File: src/rtl/program_loader.sv
// program_loader
//   Host-side companion to the YASAC control unit. Accepts a byte stream
//   (length byte, then 16-bit words high byte first), writes the words into
//   program memory while holding the CPU in reset, then starts the CPU and
//   counts the cycles it spends busy until RDY returns, or aborts on timeout.
//
// Ports
//   CLK, RESET_N        clock (rising edge), synchronous active-low reset
//   HOST_VALID/DATA     host byte stream; HOST_READY accepts a byte
//   CLEAR               acknowledge result, DONE -> IDLE
//   PMEM_WE/ADDR/WDATA  program memory write port
//   CPU_RESET/START/RDY control unit handshake
//   DONE, TIMED_OUT     run finished / last run aborted by timeout
//   RUN_CYCLES          CPU_RDY=0 cycles counted in the last run
//   STATE_OUT           FSM state, for debug
module program_loader #(
  parameter int unsigned INSTR_WIDTH     = 16,
  parameter int unsigned PROG_ADDR_WIDTH = 8,
  parameter logic [15:0] TIMEOUT         = 16'hFFFF
) (
  input  logic                       CLK,
  input  logic                       RESET_N,
  input  logic                       HOST_VALID,
  input  logic [7:0]                 HOST_DATA,
  output logic                       HOST_READY,
  input  logic                       CLEAR,
  output logic                       PMEM_WE,
  output logic [PROG_ADDR_WIDTH-1:0] PMEM_ADDR,
  output logic [INSTR_WIDTH-1:0]     PMEM_WDATA,
  output logic                       CPU_RESET,
  output logic                       CPU_START,
  input  logic                       CPU_RDY,
  output logic                       DONE,
  output logic                       TIMED_OUT,
  output logic [15:0]                RUN_CYCLES,
  output logic [2:0]                 STATE_OUT
);

  typedef enum logic [2:0] {
    S_IDLE    = 3'd0,
    S_BYTE_HI = 3'd1,
    S_BYTE_LO = 3'd2,
    S_WRITE   = 3'd3,
    S_START   = 3'd4,
    S_RUN     = 3'd5,
    S_ABORT   = 3'd6,
    S_DONE    = 3'd7
  } state_t;

  // Word count compared one bit wider than the address so that a
  // 255-word load ends on the count rather than wrapping.
  localparam int unsigned CW = (PROG_ADDR_WIDTH > 8) ? PROG_ADDR_WIDTH + 1 : 9;

  state_t                     state, state_nxt;
  logic [7:0]                 nwords;
  logic [PROG_ADDR_WIDTH-1:0] wcnt;
  logic [7:0]                 hi, lo;
  logic [15:0]                run_cycles;
  logic                       timed_out;

  logic [CW-1:0]              wcnt_inc;
  logic                       last_word;
  logic                       timeout_hit;

  assign wcnt_inc    = CW'(wcnt) + CW'(1);
  assign last_word   = (wcnt_inc == CW'(nwords));
  assign timeout_hit = (TIMEOUT != 16'd0) && (run_cycles == TIMEOUT);

  always_ff @(posedge CLK) begin
    if (!RESET_N) state <= S_IDLE;
    else          state <= state_nxt;
  end

  always_comb begin
    state_nxt  = state;
    HOST_READY = 1'b0;
    PMEM_WE    = 1'b0;
    CPU_RESET  = 1'b0;
    CPU_START  = 1'b0;
    DONE       = 1'b0;
    case (state)
      S_IDLE: begin
        HOST_READY = 1'b1;
        CPU_RESET  = 1'b1;
        if (HOST_VALID) state_nxt = (HOST_DATA == 8'd0) ? S_START : S_BYTE_HI;
      end
      S_BYTE_HI: begin
        HOST_READY = 1'b1;
        CPU_RESET  = 1'b1;
        if (HOST_VALID) state_nxt = S_BYTE_LO;
      end
      S_BYTE_LO: begin
        HOST_READY = 1'b1;
        CPU_RESET  = 1'b1;
        if (HOST_VALID) state_nxt = S_WRITE;
      end
      S_WRITE: begin
        PMEM_WE   = 1'b1;
        CPU_RESET = 1'b1;
        state_nxt = last_word ? S_START : S_BYTE_HI;
      end
      S_START: begin
        // START is only raised once the control unit reports ready.
        CPU_START = CPU_RDY;
        if (CPU_RDY) state_nxt = S_RUN;
      end
      S_RUN: begin
        if (CPU_RDY)          state_nxt = S_DONE;
        else if (timeout_hit) state_nxt = S_ABORT;
      end
      S_ABORT: begin
        CPU_RESET = 1'b1;
        state_nxt = S_DONE;
      end
      S_DONE: begin
        DONE = 1'b1;
        if (CLEAR) state_nxt = S_IDLE;
      end
      default: state_nxt = S_IDLE;
    endcase
  end

  always_ff @(posedge CLK) begin
    if (!RESET_N) begin
      nwords     <= '0;
      wcnt       <= '0;
      hi         <= '0;
      lo         <= '0;
      run_cycles <= '0;
      timed_out  <= 1'b0;
    end else begin
      case (state)
        S_IDLE: begin
          if (HOST_VALID) begin
            nwords <= HOST_DATA;
            wcnt   <= '0;
          end
        end
        S_BYTE_HI: if (HOST_VALID) hi <= HOST_DATA;
        S_BYTE_LO: if (HOST_VALID) lo <= HOST_DATA;
        S_WRITE:   wcnt <= wcnt_inc[PROG_ADDR_WIDTH-1:0];
        S_START: begin
          run_cycles <= '0;
          timed_out  <= 1'b0;
        end
        S_RUN: begin
          if (!CPU_RDY && !timeout_hit && (run_cycles != '1))
            run_cycles <= run_cycles + 16'd1;
        end
        S_ABORT: timed_out <= 1'b1;
        default: ;
      endcase
    end
  end

  assign PMEM_ADDR  = (state == S_WRITE) ? wcnt : '0;
  assign PMEM_WDATA = (state == S_WRITE) ? INSTR_WIDTH'({hi, lo}) : '0;
  assign RUN_CYCLES = run_cycles;
  assign TIMED_OUT  = timed_out;
  assign STATE_OUT  = state;

endmodule
File: config.mk
export PLATFORM = sky130hd
export DESIGN_NAME = program_loader
export DESIGN_NICKNAME = d
export VERILOG_FILES = /design/src/rtl/program_loader.sv
export SDC_FILE = /design/constraint.sdc
export NUM_CORES = 1
export LEC_CHECK = 0
export BUFFER_PORTS_ARGS = -buffer_cell sky130_fd_sc_hd__buf_4
export CORE_ASPECT_RATIO = 1.25
export CORE_UTILIZATION = 53
export CTS_BUF_LIST = sky130_fd_sc_hd__clkbuf_16
export CTS_CLUSTER_DIAMETER = 200
export CTS_CLUSTER_SIZE = 14
export DETAILED_ROUTE_END_ITERATION = 12
export PLACE_DENSITY = 0.79
export SLEW_MARGIN = 20
export SYNTH_ARGS = -nofsm -noshare
export SYNTH_HDL_FRONTEND = slang
export SYNTH_SLANG_ARGS = --single-unit
File: constraint.sdc
create_clock -name CLK -period 2.3 [get_ports CLK]
set_clock_uncertainty 0.05 [all_clocks]
set_input_delay 0.23 -clock CLK [delete_from_list [all_inputs] [get_ports CLK]]
set_output_delay 0.23 -clock CLK [all_outputs]
set_load 0.005 [all_outputs]
==> flow_metrics.env <==
export IMPL_cts_repair_resized=0
export IMPL_synth_compound_area_share_pct=13.6
export IMPL_num_vias=2508
export IMPL_core_um2=4760
export IMPL_ctsHoldBuffers=0
export IMPL_ys_flop_type="dfxtp_1"
export IMPL_cp_depth=6
export IMPL_slowest_stage="dfxtp_2"
export IMPL_htreeDepth=2
export IMPL_path_class="reg2out"
export IMPL_start_kind="register"
export IMPL_cp_arrival_ps=1880
export IMPL_fillers=412
export IMPL_r2r_end="STATE_OUT[2]"
export IMPL_cts_buffers=5
export IMPL_insertion_delay_ps=290
export IMPL_power_density_nw_per_um2=643
export IMPL_pin_count=62
export IMPL_grt_pass1_vias=2326
export IMPL_grt_setup_unrepaired="false"
export IMPL_clock_sinks=52
export IMPL_synthAdderAreaFrac_pct=0.942
export IMPL_clk_path_buf_depth=2
export IMPL_mostFrequentLayoutCells="buf_4, dfxtp_1, nor2_1, nand2_1, a21oi_1"
export IMPL_pre_cts_ws_ps=272
export IMPL_switching_share_pct=29.1
export IMPL_start_util_pct=55.8
export IMPL_synth_mux_area_share_pct=6.03
export IMPL_yosysUniqueCellTypes=46
export IMPL_synth_top_area_share_pct=39.2
export IMPL_crit_family="simple AND/OR/NAND/NOR gates"
export IMPL_grt_max_degree=31
export IMPL_die_x_um=65.3
export IMPL_synth_area_um2=2660
export IMPL_p_seq_share_pct=46.3
export IMPL_status="complete, no violations"
export IMPL_hold_violations=0
export IMPL_drc_errors=0
export IMPL_synth_edf_count=0
export IMPL_dieArea_um2=5300
export IMPL_synth_area_top_cells="dfxtp_1, nor2_1, mux2i_1, and2_1, a21oi_1"
export IMPL_synth_top_family_by_area="simple AND/OR/NAND/NOR gates"
export IMPL_die_y_um=81.2
export IMPL_multi_input_area_um2=1520
export IMPL_max_slew_margin_pct=47.8
export IMPL_leakagePower_nw=1.39
export IMPL_layout_commonest_cell="buf_4"
export IMPL_drt_initial_drc_count=122
export IMPL_fin_crit_sh_pct=93.7
export IMPL_crit_start="STATE_OUT[1]"
export IMPL_cts_tree="yes"
export IMPL_synth_seq_area_share_pct=39.2
export IMPL_cts_root_buf="clkbuf_16"
export IMPL_cp_required_ps=2020
export IMPL_antenna_found_initial=0
export IMPL_cts_setup_buffers=0
export IMPL_fmax_mhz=464
export IMPL_hold_slack_ps=155
export IMPL_io_buffers=61
export IMPL_regArea_um2=1040
export IMPL_cp_endpoint="PMEM_WDATA[9]"
export IMPL_p_clk_share_pct=34.6
export IMPL_wl_per_cell_um=14.3
export IMPL_drtAntennaViolNets=0
export IMPL_setup_viol=0
export IMPL_clk_pin_slew_ps=70
export IMPL_globalplace_congestion=0.807
export IMPL_cp_common_cell="buf_4"
export IMPL_grt_ovfl_total=0
export IMPL_ys_warn_count=0
export IMPL_n_antenna_cell=0
export IMPL_path_cells="nand2_1, or2_2, inv_1, buf_4, and2_1, buf_4"
export IMPL_async_flop_share_pct=0
export IMPL_worst_pin_slew_ps=783
export IMPL_ir_worst_vdd_mv=0.421
export IMPL_num_rows=28
export IMPL_critPathCaptureType="output port"
export IMPL_synth_xor_area_share_pct=6.26
export IMPL_ff2ff_setup_slack_ps=180
export IMPL_area_growth_pct=26.0
export IMPL_ys_ff_latch=52
export IMPL_max_cap_violations=0
export IMPL_synth_avg_cell_area_um2=8.10
export IMPL_syn_inst=328
export IMPL_power_total_mw=2.15
export IMPL_reg2reg_depth=6
export IMPL_dp_cells=441
export IMPL_p_int_mw=1.53
export IMPL_p_comb_share_pct=19.1
export IMPL_grt_pass1_wl_mm=10.6
export IMPL_fin_cells=449
export IMPL_dr_pass1_iters=4
export IMPL_hpwl_mm=4.73
export IMPL_grt_use_total_pct=26.0
export IMPL_drive_above_1_share_pct=22.6
export IMPL_synthSimpleGateAreaFrac_pct=30.0
export IMPL_switching_power_uw=627
export IMPL_slew_viol_final=0
export IMPL_crit_buf_inv=3
export IMPL_hold_class="in2reg"
export IMPL_setup_slack_ps=144
export IMPL_reg2reg_from="wcnt[0]"
export IMPL_cp_max_fo=22
export IMPL_tns_ps=0
export IMPL_via_per_inst=5.59
export IMPL_cpPeakStageDelay_ps=410
export IMPL_synth_nets=343
export IMPL_nets=403
export IMPL_synth_top_cell_by_area="dfxtp_1"
export IMPL_post_route_min_period_ps=2160
export IMPL_drt_total_wl_mm=6.43
power groups by stage:
stage	clock, mW	sequential (mW)	combinational [mW]
finish	0.745	0.997	0.412
floorplan	0	0.997	0.272
global placement	0	1.01	0.402
CTS	0.762	0.996	0.412
detailed placement	0	1.02	0.409
global route	0.797	1.01	0.453
how the worst min path moves through the flow:
stage / from / end / slack (ps) / cells after the start
after floorplan: RESET_N / STATE_OUT[1] / 300 / 1
after global placement: TIMED_OUT / TIMED_OUT / 410 / 2
after detailed placement: nwords[1] / nwords[1] / 410 / 2
after CTS: HOST_DATA[5] / nwords[5] / 150 / 3
after global routing: HOST_DATA[4] / hi[4] / 150 / 3
final: HOST_DATA[0] / lo[0] / 160 / 3
through the flow:
step	instance area (um^2)	utilization, %
2_1_floorplan	2660	-
3_3_place_gp	3200	67.1
3_5_place_dp	3200	67.1
4_1_cts	3350	70.2
5_1_grt	3350	70.3
6_report	3350	70.3
routing by layer:
metal	GRT usage [%]	wire, um
met4	9.78	119
met1	29.4	2690
met3	6.32	358
met2	46.8	3260
met5	0	0
flip-flops by register name, indices dropped and copies added (netlist names):
signal and count:
STATE_OUT 3, wcnt 8, RUN_CYCLES 16, TIMED_OUT 1, hi 8, lo 8
nwords 8
synth_stat cells, types with 2 or more instances:
master,number
a21o_1,3
a21oi_1,29
and2_1,25
and3_1,3
and4_1,2
buf_2,7
clkbuf_1,10
dfxtp_1,52
ha_1,2
inv_1,9
mux2i_1,16
nand2_1,31
nand2b_1,3
nand3_1,9
nand3b_1,3
nand4_1,8
nor2_1,48
nor3_1,8
nor4_1,4
nor4b_1,2
o21a_1,2
o21ai_0,9
or3_1,3
xnor2_1,5
xor2_1,14
worst register-to-register path, stage by stage, from the launching register on:
cell	delay [ps]
dfxtp_1	460
ha_1	360
nand2b_1	170
a21oi_1	70
nor4_1	510
o2111ai_1	220
o211ai_1	210
cells by family (layout without fill, tap and decap cells):
| kind of cell | Yosys count | in the layout |
|---|---|---|
| xor gates and xnor gates | 19 | 19 |
| muxes | 16 | 16 |
| AOI/OAI and AO/OA | 56 | 56 |
| adders and majority gates | 2 | 2 |
| DFF | 52 | 52 |
| buffers and inverters | 26 | 87 |
| and+or+nand+nor | 157 | 157 |
cell type report:
cell class / count / area share [%]
multi-input combinational: 250 / 45.5
sequential: 52 / 31.1
timing repair buffer: 70 / 15.7
clock buffer: 5 / 3.74
tap: 60 / 2.24
inverter: 9 / 1.01
clock inverter: 3 / 0.710
No activity file was read; power rests on OpenSTA's default activity.
